File: config.mk
export PLATFORM = sky130hd
export DESIGN_NAME = dds_wavetable_reader
export DESIGN_NICKNAME = d
export VERILOG_FILES = /design/src/rtl/dds_wavetable_reader.sv
export SDC_FILE = /design/constraint.sdc
export NUM_CORES = 1
export LEC_CHECK = 0
export ABC_CLOCK_PERIOD_IN_PS = 16400
export BUFFER_PORTS_ARGS = -buffer_cell sky130_fd_sc_hd__buf_2
export CORE_MARGIN = 2
export CORE_UTILIZATION = 40
export DETAILED_ROUTE_END_ITERATION = 10
export GPL_TIMING_DRIVEN = 0
export PLACE_DENSITY = 0.61
export SLEW_MARGIN = 0
export SYNTH_ARGS = -nofsm -noshare
export SYNTH_HDL_FRONTEND = slang
export SYNTH_SLANG_ARGS = --single-unit
File: constraint.sdc
create_clock -name clk -period 16.4 [get_ports clk]
set_input_delay 0 -clock clk [delete_from_list [all_inputs] [get_ports clk]]
set_output_delay 0 -clock clk [all_outputs]
set_load 0.01 [all_outputs]
File: src/rtl/dds_wavetable_reader.sv
// dds_wavetable_reader: phase-accumulator driven read engine for the waveform RAM.
// Drives two adjacent table addresses (n, n+1) and captures both samples.
// Blends them linearly by the phase fraction.
// Hands one signed sample per accepted tick downstream over valid/ready.
module dds_wavetable_reader #(
   parameter int ADDR_WIDTH  = 8,
   parameter int DATA_WIDTH  = 8,
   parameter int PHASE_WIDTH = 24,
   parameter int FRAC_WIDTH  = 8
) (
   input  logic                   clk,
   input  logic                   rst_n,
   input  logic                   enable_i,
   input  logic                   phase_clear_i,
   input  logic [PHASE_WIDTH-1:0] tuning_word_i,
   input  logic                   sample_tick_i,
   output logic [ADDR_WIDTH-1:0]  read_addr_o1,
   output logic [ADDR_WIDTH-1:0]  read_addr_o2,
   input  logic [DATA_WIDTH-1:0]  read_data_i1,
   input  logic [DATA_WIDTH-1:0]  read_data_i2,
   output logic [DATA_WIDTH-1:0]  sample_o,
   output logic                   sample_valid_o,
   input  logic                   sample_ready_i,
   output logic                   busy_o,
   output logic                   overrun_o
);

   // The fraction must come from phase bits below the table index.
   generate
      if (FRAC_WIDTH > PHASE_WIDTH - ADDR_WIDTH) begin : g_frac_width_check
         $error("dds_wavetable_reader: FRAC_WIDTH must not exceed PHASE_WIDTH-ADDR_WIDTH");
      end
   endgenerate

   typedef enum logic [1:0] {IDLE, FETCH, CAPTURE, OUT} state_t;

   // Wide enough for sign-extended s0 plus (s1-s0)*frac without overflow.
   localparam int PROD_WIDTH = DATA_WIDTH + FRAC_WIDTH + 2;

   state_t                  state_reg;
   logic [PHASE_WIDTH-1:0]  phase_reg;
   logic [FRAC_WIDTH-1:0]   frac_reg;
   logic [ADDR_WIDTH-1:0]   addr1_reg;
   logic [ADDR_WIDTH-1:0]   addr2_reg;
   logic [DATA_WIDTH-1:0]   sample_reg;
   logic                    valid_reg;
   logic                    busy_reg;
   logic                    overrun_reg;

   logic                    tick_req;
   logic                    handshake;
   logic                    accept;
   logic                    drop;
   logic [ADDR_WIDTH-1:0]   addr_base;

   logic signed [DATA_WIDTH:0]   diff;
   logic signed [PROD_WIDTH-1:0] diff_ext;
   logic signed [PROD_WIDTH-1:0] frac_ext;
   logic signed [PROD_WIDTH-1:0] s0_ext;
   logic signed [PROD_WIDTH-1:0] prod;
   logic signed [PROD_WIDTH-1:0] interp_full;
   logic [DATA_WIDTH-1:0]        sample_next;
   logic                         interp_unused;

   // Tick acceptance: only when idle or when the current sample is being handed off.
   always_comb begin
      tick_req  = sample_tick_i & enable_i;
      handshake = valid_reg & sample_ready_i;
      accept    = tick_req & ((state_reg == IDLE) | ((state_reg == OUT) & handshake));
      drop      = tick_req & ~accept;
      addr_base = phase_reg[PHASE_WIDTH-1 -: ADDR_WIDTH];
   end

   // Interpolation s0 + ((s1-s0)*frac >>> FRAC_WIDTH); result stays between s0 and s1.
   always_comb begin
      diff = $signed({read_data_i2[DATA_WIDTH-1], read_data_i2})
           - $signed({read_data_i1[DATA_WIDTH-1], read_data_i1});
      diff_ext      = {{(FRAC_WIDTH+1){diff[DATA_WIDTH]}}, diff};
      frac_ext      = {{(DATA_WIDTH+2){1'b0}}, frac_reg};
      s0_ext        = {{(FRAC_WIDTH+2){read_data_i1[DATA_WIDTH-1]}}, read_data_i1};
      prod          = diff_ext * frac_ext;
      interp_full   = s0_ext + (prod >>> FRAC_WIDTH);
      sample_next   = interp_full[DATA_WIDTH-1:0];
      interp_unused = ^interp_full[PROD_WIDTH-1:DATA_WIDTH];
   end

   // Control FSM with phase accumulator, address/fraction latch and registered outputs.
   always_ff @(posedge clk or negedge rst_n) begin
      if (!rst_n) begin
         state_reg   <= IDLE;
         phase_reg   <= '0;
         frac_reg    <= '0;
         addr1_reg   <= '0;
         addr2_reg   <= '0;
         sample_reg  <= '0;
         valid_reg   <= 1'b0;
         busy_reg    <= 1'b0;
         overrun_reg <= 1'b0;
      end else begin
         overrun_reg <= drop;

         // Clear wins over the increment; the tick still fetches with the old phase.
         if (phase_clear_i) begin
            phase_reg <= '0;
         end else if (accept) begin
            phase_reg <= phase_reg + tuning_word_i;
         end

         if (accept) begin
            addr1_reg <= addr_base;
            addr2_reg <= addr_base + ADDR_WIDTH'(1);
            frac_reg  <= phase_reg[PHASE_WIDTH-ADDR_WIDTH-1 -: FRAC_WIDTH];
         end

         case (state_reg)
            IDLE: begin
               if (accept) begin
                  state_reg <= FETCH;
                  busy_reg  <= 1'b1;
               end
            end
            FETCH: begin
               state_reg <= CAPTURE;
            end
            CAPTURE: begin
               sample_reg <= sample_next;
               valid_reg  <= 1'b1;
               state_reg  <= OUT;
            end
            OUT: begin
               if (handshake) begin
                  valid_reg <= 1'b0;
                  if (accept) begin
                     state_reg <= FETCH;
                  end else begin
                     state_reg <= IDLE;
                     busy_reg  <= 1'b0;
                  end
               end
            end
            default: begin
               state_reg <= IDLE;
               valid_reg <= 1'b0;
               busy_reg  <= 1'b0;
            end
         endcase
      end
   end

   assign read_addr_o1   = addr1_reg;
   assign read_addr_o2   = addr2_reg;
   assign sample_o       = sample_reg;
   assign sample_valid_o = valid_reg;
   assign busy_o         = busy_reg;
   assign overrun_o      = overrun_reg;

endmodule

Word level (Yosys, flattened, before mapping)
Cells that the tools add are included.
{"block": "word_totals", "regBits": 61, "elab_cells": 46}
{"block": "op_classes", "n_bitwise": 7, "add_sub_neg": 4, "n_reduce_logical": 7, "mux": 12, "multipliers": 1, "eq_ne": 6}
{"operator": "$mux W24", "count": 2}
{"operator": "$add A24 B24 Y24", "count": 1}
{"operator": "$mul A9 B9 Y16", "count": 1}
{"operator": "$sub A8 B8 Y9", "count": 1}
{"operator": "$add A8 B1 Y8 const B", "count": 1}
{"operator": "$add A8 B8 Y8", "count": 1}
{"operator": "$pmux W2 S4", "count": 1}
{"operator": "$ne A2 B2 Y1 const B", "count": 3}
{"operator": "$reduce_bool A2 Y1", "count": 3}
{"operator": "$and A1 B1 Y1", "count": 5}
{"operator": "$mux W1", "count": 5}
{"operator": "$eq A2 B2 Y1 const B", "count": 2}
{"operator": "$mux W2", "count": 2}
{"operator": "$pmux W1 S2", "count": 2}
{"operator": "$reduce_and A2 Y1", "count": 2}
{"operator": "$reduce_and A4 Y1", "count": 1}
{"operator": "$eq A2 B1 Y1 const B", "count": 1}
{"operator": "$logic_not A2 Y1", "count": 1}
{"operator": "$not A1 Y1", "count": 1}
{"operator": "$or A1 B1 Y1", "count": 1}

Longest topological paths before layout
Gate-level depths: netlist of run 1.
{"block": "logic_depth", "word_depth": 7, "ltp_mapped": 35}

Least setup slack after synthesis of run 1
OpenSTA, ideal clock, no wires.
{"block": "synth_path", "kind": "in2reg", "from": "in read_data_i1[1]", "to": "reg sample_reg[7], in the netlist sample_o[7]", "path_buffers": 0, "arrival_time_ns": 6.898, "setup_ns": 0.125, "cell_stages": 32, "setup_slack_ns": 9.378, "t_required_ns": 16.275, "path_cell_list": "inv_1 -> ha_1 -> nor2b_1 -> o21ai_0 -> a21boi_0 -> o21ai_0 -> nand2b_1 -> a21o_1 -> a21oi_2 -> mux2_2 -> fa_1 -> inv_1 -> fa_1 -> fa_1 -> inv_1 -> fa_1 -> inv_1 -> ha_1 -> and3_1 -> a21oi_1 -> nand3b_1 -> a21o_1 -> xor2_1 -> ha_1 -> and3_1 -> a2111o_1 -> a21o_1 -> a21oi_1 -> xnor2_1 -> xnor2_1 -> xnor2_1 -> mux2_2"}
{"block": "synth_via", "elab_chain_len": 3}
{"item": "start: declaration", "line_no": "19", "source": "input logic [DATA_WIDTH-1:0] read_data_i1,"}
{"item": "$sub A8 B8 Y9", "line_no": "77", "source": "- $signed({read_data_i1[DATA_WIDTH-1], read_data_i1});"}
{"item": "$mul A9 B9 Y16", "line_no": "81", "source": "prod = diff_ext * frac_ext;"}
{"item": "$add A8 B8 Y8 *", "line_no": "82", "source": "interp_full = s0_ext + (prod >>> FRAC_WIDTH);"}
{"item": "end signal: assignment", "line_no": "126", "source": "sample_reg <= sample_next;"}
{"item": "end: declaration", "line_no": "45", "source": "logic [DATA_WIDTH-1:0] sample_reg;"}
Every way passes the cells marked *; elsewhere a longest branch is shown, timed or not.
A chain may end at the register's enable or synchronous reset.

Final worst setup path of run 1
Ends and elaborated chain as after synthesis.

==> results.md, run 1 <==
* Clk buf depth at 2
* Synth warn at 0
* Worst slew pin tran at ~830 ps
* Critical Path RT at ~17,000 ps
* Ys flop type: dfrtp_1
* Synth Area in Compound Gates at 0.122
* Crit. End Element: flip-flop
* WP data arrival at 7820 ps
* Worst slew margin at 0.444
* Post-Synth Simple-Gate Area at 0.189
* Vias after detailed routing at 5,536
* Setup tns final at 0 ps
* GR Overflow Total at 0
* Core area at 16,600 um^2
* Routability cong. at 0.843
* Post-DRT Antenna Nets at 0
* Slowest stage cell on the critical path: fa_1
* DRC at 0
* Final Setup Violations at 0
* Synth top cells by count: 148 x nand2_1, 110 x inv_1, 70 x ha_1, 61 x dfrtp_1, 57 x fa_1
* Setup bufs post-CTS at 0
* Post-DP HPWL at ~12,000 um
* All-layer global routing usage at 0.186
* # IOs at 73
* Number of port buffers at 72
* Hold Vio Cnt, Final at 0
* Max-slew violation count at 0
* Total CTS buffers at 9
* Total Wirelength at 15,600 um
* R2R depth at 24
* Drt wl/cell at 14.2 um
* Beginning of the worst hold path: sample_tick_i
* CTS tree: done
* Synth Area in Adders at 0.298
* # nets final at 1,047
* Antenna violations before repair at 0
* Post-place instance area at 7410 um^2
* Root buf cell: clkbuf_16
* Vias in the first global route at 5,533
* CTS HTree Levels at 3
* Die area at 18,000 um^2
* Mux share of post-synthesis cell area at 0.0292
* Synth top area cells: dfrtp_1 23%, fa_1 17%, ha_1 13%
* Hold Path Class: input pin to flip-flop
* Maxcap violations at 0
* Kind of critical path: input pin to flip-flop
* Flop2flop setup slack at 9570 ps
* Async SR Flop Fraction at 1.00
* DR iter-0 viols at 209
* Worst clock skew at 4.37 ps
* First-pass GRT wire length at 27,000 um
* CP max FO at 8
* Avg Inst Size Synth at about 8.6 um^2
* DR vias/cell at 5.04
* CP startpoint kind: input pin
* TritonCTS sink count at approximately 60
* Syn nets at 959
* Area share of the largest cell type after synthesis at 0.225
* Largest net degree at the start of global routing at 62
* Worst-Skew Late Latency at 330 ps
* Synth Register Bits at 61
* Peak Freq at 131 MHz
* Post-synthesis sequential area ratio at 0.225
* Synth Area in XOR/XNOR at 0.0582
* # rows at 47
* Most common cell in the netlist: nand2_1
* Final instance area at 7810 um^2
* WHS Endpoint: busy_o
* Die W at 134 um
* WHS Path Cells at 3
* Period utilization at 0.464
* Post-synth EDFFs at 0
* Largest family of logic cells by synthesized area: adder cells
* Reg2reg end: sample_o[7]
* Max incr delay on CP at 540 ps
* Number of distinct library cells after synthesis at 64
* Area grow syn2layout at 15.3%
* Worst vdd ir at approximately 0.067 mV
* Min Tclk post-route at about 7600 ps
* Die Height at 134 um
* Drt first pass iters at 4
* Max reg flops at 24
* Post-synthesis instance total at 786
* Reg clk slew, reported paths at 50 ps
* N_diodes at 0
* LEAKAGE at just over 4 nW
* RSZ-0062 raised after global routing: no
* Status: complete, no violations
* Share of post-route cells with drive strength above 1 at 0.132
* Synth Cell Area at 6780 um^2
* Power per Cell Area at 137 nW/um^2
* R2R Path Start: frac_reg[1]
* Initial Util at 0.409
* Synth area leader: dfrtp_1
-- cell families (layout without fill, tap and decap cells) --
family | count (synthesis) | after routing
AND/OR/NAND/NOR | 273 | 273
buffers and inverters | 136 | 228
adder cells (fa/ha/maj) | 127 | 127
AO/OA/AOI/OAI | 126 | 126
flip-flops | 61 | 61
XOR/XNOR | 45 | 45
multiplexers | 18 | 18
-- cell type report --
type                    count  area, um^2
plain buffers              26         119
clock buffers              11         253
clock inverters             4        95.1
fillers                  1689        8770
inverters                 110         413
multi-input cells         589        4720
flip-flops and latches     61        1530
well taps                 220         275
repair buffers             77         413
-- per-layer routing --
| layer | global-route usage | up-vias | wire, um | part of all wire |
|---|---|---|---|---|
| met4 | 0.0485 | 0 | 158 | 0.010 |
| met3 | 0.0261 | 9 | 540 | 0.035 |
| li1 | - | 2762 | - | - |
| met1 | 0.241 | 2675 | 7020 | 0.45 |
| met2 | 0.328 | 90 | 7910 | 0.51 |
| met5 | 0 | - | 0 | 0 |
-- placed cells by master (no fill, tap or decap), drive strengths merged, types with 16 or more instances in the layout --
master,instances
o21ai,27
nor2b,16
a21oi,33
buf,75
xor2,17
nor2,32
clkbuf,33
ha,70
inv,110
nand2,148
dfrtp,61
fa,57
and2,20
xnor2,28
-- how the worst max path moves through the flow --
stage                         start          end  slack, ps  depth (start not counted)
floorplan           read_data_i1[1]  sample_o[7]       9380                         32
global placement    read_data_i1[1]  sample_o[7]       8480                         36
detailed placement  read_data_i1[1]  sample_o[7]       8430                         36
CTS                 read_data_i1[1]  sample_o[7]       8760                         36
global route        read_data_i1[1]  sample_o[7]       8290                         36
finish              read_data_i1[1]  sample_o[7]       8790                         36
-- metrics by stage --
step | setup slack (ps) | std cells | power, mW | util | hold slack [ps]
final | 8790 | 1098 | 1.07 | 0.471 | 48.5
after global routing | 8290 | 1098 | 1.18 | 0.471 | 83.8
after CTS | 8760 | 1098 | 1.09 | 0.471 | 36.7
after detailed placement | 8430 | 1078 | 0.856 | 0.447 | 134
after global placement | 8480 | 1078 | 0.846 | 0.447 | 231
after floorplan | 9380 | 786 | 0.690 | - | -296
-- report_power, final --
part           switching, mW  leakage (nW)  internal, mW
clock                 0.0678         0.172         0.155
combinational          0.358          3.04         0.274
sequential            0.0270         0.811         0.191
total                  0.453          4.03         0.620
-- worst max-delay path: cells and delay by family --
kind	cells	cell delay, ps
AOI/OAI and AO/OA	10	2260
xor gates and xnor gates	4	590
adders and majority gates	7	2880
buffers and inverters	5	350
muxes	2	690
and+or+nand+nor	8	1050
-- repair_timing --
item | in CTS | in global routing
hold endpoints to repair | 64 | 0
resized for setup | 0 | 0
hold buffers | 5 | 0
No activity file was read; power rests on OpenSTA's default activity.
==> run 2, diff against run 1 <==
Settings changed: ABC_AREA set to 1, ABC_CLOCK_PERIOD_IN_PS 16400 to 7200.
Clock period 16.4 ns to 7.2 ns, I/O delays scaled along.
==> run 2 against run 1 <==
Flip-flop and latch count is the same. Power rose to 3.5 times the previous value. Die area up 3.4%. Combinational power increased to 4.5 times the previous value. Worst hold slack lost 26 ps. First-iteration DRC count rose by 46%. Design area increased by 2.6%. Count of clock-buffer cells in the layout fell by 1. Area after synthesis grew 3.5%. Worst setup slack lost 7900 ps. Critical path type unchanged. Critical endpoint unchanged.
==> results.md, run 2 <==
* # IOs at 73 (unchanged)
* All-layer global routing usage at 0.202 (+0.0158)
* Ys flop type: dfrtp_1
* Peak Freq at 158 MHz
* Avg Inst Size Synth at 7.47 um^2 (-13%)
* Hold Vio Cnt, Final at 0 (unchanged)
* CP Launch Point: read_data_i1[0]
* # hold bufs at CTS at 4 (-1)
* Setup tns final at 0 ps (unchanged)
* First-pass GRT wire length at 29,900 um (+11%)
* Status: complete, no violations
* Commonest non-fill, non-tap cell in the layout: nand2_1
* # rows at 48 (+2.1%)
* Setup bufs post-CTS at 0 (unchanged)
* Maxcap violations at 0 (unchanged)
* Area share of the largest cell type after synthesis at 0.218 (-0.00764)
* Drt wl/cell at 13.9 um (-2.2%)
* Cell count along the critical path at 34 (-5.6%)
* CTS HTree Levels at 3 (unchanged)
* Most frequent cells in the layout: 221 x nand2_1, 170 x inv_1, 77 x buf_2
* Post-synth EDFFs at 0 (unchanged)
* Area grow syn2layout at 14.3%
* Vias after detailed routing at 6,164 (+11%)
* Worst slew pin tran at 801 ps (-26.8 ps)
* Worst clock skew at 6.79 ps (+2.42 ps)
* Drt first pass iters at 5 (+1)
* Hold Path Class: input pin to flip-flop
* Die W at 136 um (+1.7%)
* Worst path top cell family by delay: adder cells
* Most common cell in the netlist: nand2_1
* Syn nets at 1,112 (+16%)
* R2R Path Start: frac_reg[2]
* LEAKAGE at 4.31 nW (+7.0%)
* CP startpoint kind: input pin
* Kind of critical path: input pin to flip-flop
* GR Overflow Total at 0 (unchanged)
* Crit. End Element: flip-flop
* Clk buf depth at 2 (unchanged)
* Max-slew violation count at 0 (unchanged)
* Antenna violations before repair at 0 (unchanged)
* Fillers at 1,742 (+3.1%)
* DR vias/cell at 4.91 (-2.7%)
* Synth top cells by count: 221 x nand2_1, 170 x inv_1, 70 x ha_1, 70 x nor2_1, 61 x dfrtp_1
* TritonCTS sink count at 61 (unchanged)
* Die Height at 136 um (+1.7%)
* Buffers and inverters on the worst path at 6 (+1)
* Pre-CTS setup slack at 479 ps (-7950 ps)
* Post-layout util at 0.465 (-0.00609)
* Beginning of the worst hold path: sample_ready_i
* Number of port buffers at 72 (unchanged)
* Met2 wire length at 8570 um (+8.3%)
* Final Setup Violations at 0 (unchanged)
* Metal1 wirelength at 8150 um (+16%)
* Post-DP HPWL at 14,500 um (+17%)
* Hold_ws at 22.5 ps (-26.0 ps)
* Min Tclk post-route at 6340 ps
* Synth area leader: dfrtp_1
* Async SR Flop Fraction at 1.00 (unchanged)
* R2R depth at 30 (+25%)
* Reg clk slew, reported paths at 60 ps (about the same)
* Critical Path RT at 7410 ps (-9200 ps)
* Power per Cell Area at 474 nW/um^2 (+250%)
* Total Wirelength at 17,500 um (+12%)
* Synth Cell Area at 7010 um^2 (+3.5%)
* CTS tree: done
* N_diodes at 0 (unchanged)
* Worst slew margin at 0.466 (+0.0218)
* Routed length on met3 at 394 um (-27%)
* Largest net degree at the start of global routing at 62 (unchanged)
* Root buf cell: clkbuf_16
* CTS resizes at 0 (unchanged)
* Routability cong. at 0.949 (+13%)
* Vias in the first global route at 6,396 (+16%)
* WHS Path Cells at 4 (+1)
* Crit path top cell by count: nand2_1
* Max incr delay on CP at 560 ps (+20 ps)
* Initial Util at 0.407 (-0.00169)
* Post-synthesis sequential area ratio at 0.218 (-0.00764)
* Worst vdd ir at 0.313 mV (+370%)
* Total CTS buffers at 9 (unchanged)
* # nets final at 1,199 (+15%)
* Post-DRT Antenna Nets at 0 (unchanged)
* Period utilization at 0.881
* Slowest stage cell on the critical path: fa_1
* Post-synthesis instance total at 939 (+19%)
* Synth Register Bits at 61 (unchanged)
* WP data arrival at 6560 ps (-1260 ps)
* Synth warn at 0 (unchanged)
* Synth top area cells: dfrtp_1 22%, fa_1 16%, ha_1 12%
* DRC at 0 (unchanged)
* Share of post-route cells with drive strength above 1 at 0.137 (+0.00464)
* Worst-Skew Late Latency at 330 ps (about the same)
* Final setup margin at 855 ps (-7940 ps)
* RSZ-0062 raised after global routing: no
* Die area at 18,600 um^2 (+3.4%)
* Number of distinct library cells after synthesis at 50 (-22%)
* Core area at 17,200 um^2 (+3.9%)
* DR iter-0 viols at 305 (+46%)
* CP max FO at 6 (-2)
* Highest metal used: met4
* Max reg flops at 24 (unchanged)
## run 2: changes by cell type in the layout (fill, tap and decap cells not counted), moves of 16 or more
cell / delta
nand2_1: +73
and2_1: -19
nor2_1: +38
a21oi_1: +20
nor2b_1: -16
o21ai_0: +37
xnor2_1: -19
clkbuf_1: -17
nand3_1: +27
inv_1: +60
## run 2: logic make-up (layout without fill, tap and decap cells)
group / Yosys count / in the layout / share of synthesized area
fa+ha+maj: 127 / 127 / 0.288
compound gates: 164 / 164 / 0.139
simple gates: 376 / 376 / 0.227
flops: 61 / 61 / 0.218
buf+inv: 193 / 285 / 0.105
xor+xnor: 18 / 18 / 0.0236
## run 2: metrics by stage
stage	power (mW)	cell area, um^2	instances
after global routing	4.31	8010	1256
after floorplan	2.67	7010	939
after detailed placement	3.37	7660	1236
final	3.80	8010	1256
after CTS	3.85	8010	1256
after global placement	3.34	7650	1236
## run 2: layer usage
metal | global-route usage | vias up
li1 | - | 3146
met1 | 0.258 | 2897
met2 | 0.360 | 98
met3 | 0.0239 | 23
met4 | 0.0567 | 0
met5 | 0 | -
## run 2: worst paths after layout
| check | end | slack (ps) |
|---|---|---|
| worst max-delay path | sample_o[7] | 860 |
| worst min-delay path | sample_valid_o | 20 |
| worst max register to register | sample_o[7] | 1500 |
| worst min register to register | sample_o[1] | 470 |
| max in group asynchronous | frac_reg[4] | 6350 |
| min in group asynchronous | read_addr_o2[4] | 310 |
## run 2: power by group
part           switching (mW)  internal, mW
Combinational            1.77          1.05
Clock                   0.157         0.302
Sequential             0.0708         0.450
## run 2: area by class of cell
| class | instances | area [um^2] | share of cell area |
|---|---|---|---|
| buffer | 12 | 60.1 | 0.00749 |
| clock buffer | 10 | 229 | 0.0286 |
| inverter | 181 | 679 | 0.0848 |
| sequential | 61 | 1530 | 0.190 |
| tap | 225 | 282 | 0.0351 |
| timing repair buffer | 76 | 403 | 0.0503 |
| multi-input combinational | 685 | 4750 | 0.592 |
| clock inverter | 6 | 87.6 | 0.0109 |
## run 2: worst min-delay path, cell delays in order
cell	delay, ps
buf_2	100
nand3_1	100
nand2_1	50
o21ai_0	60
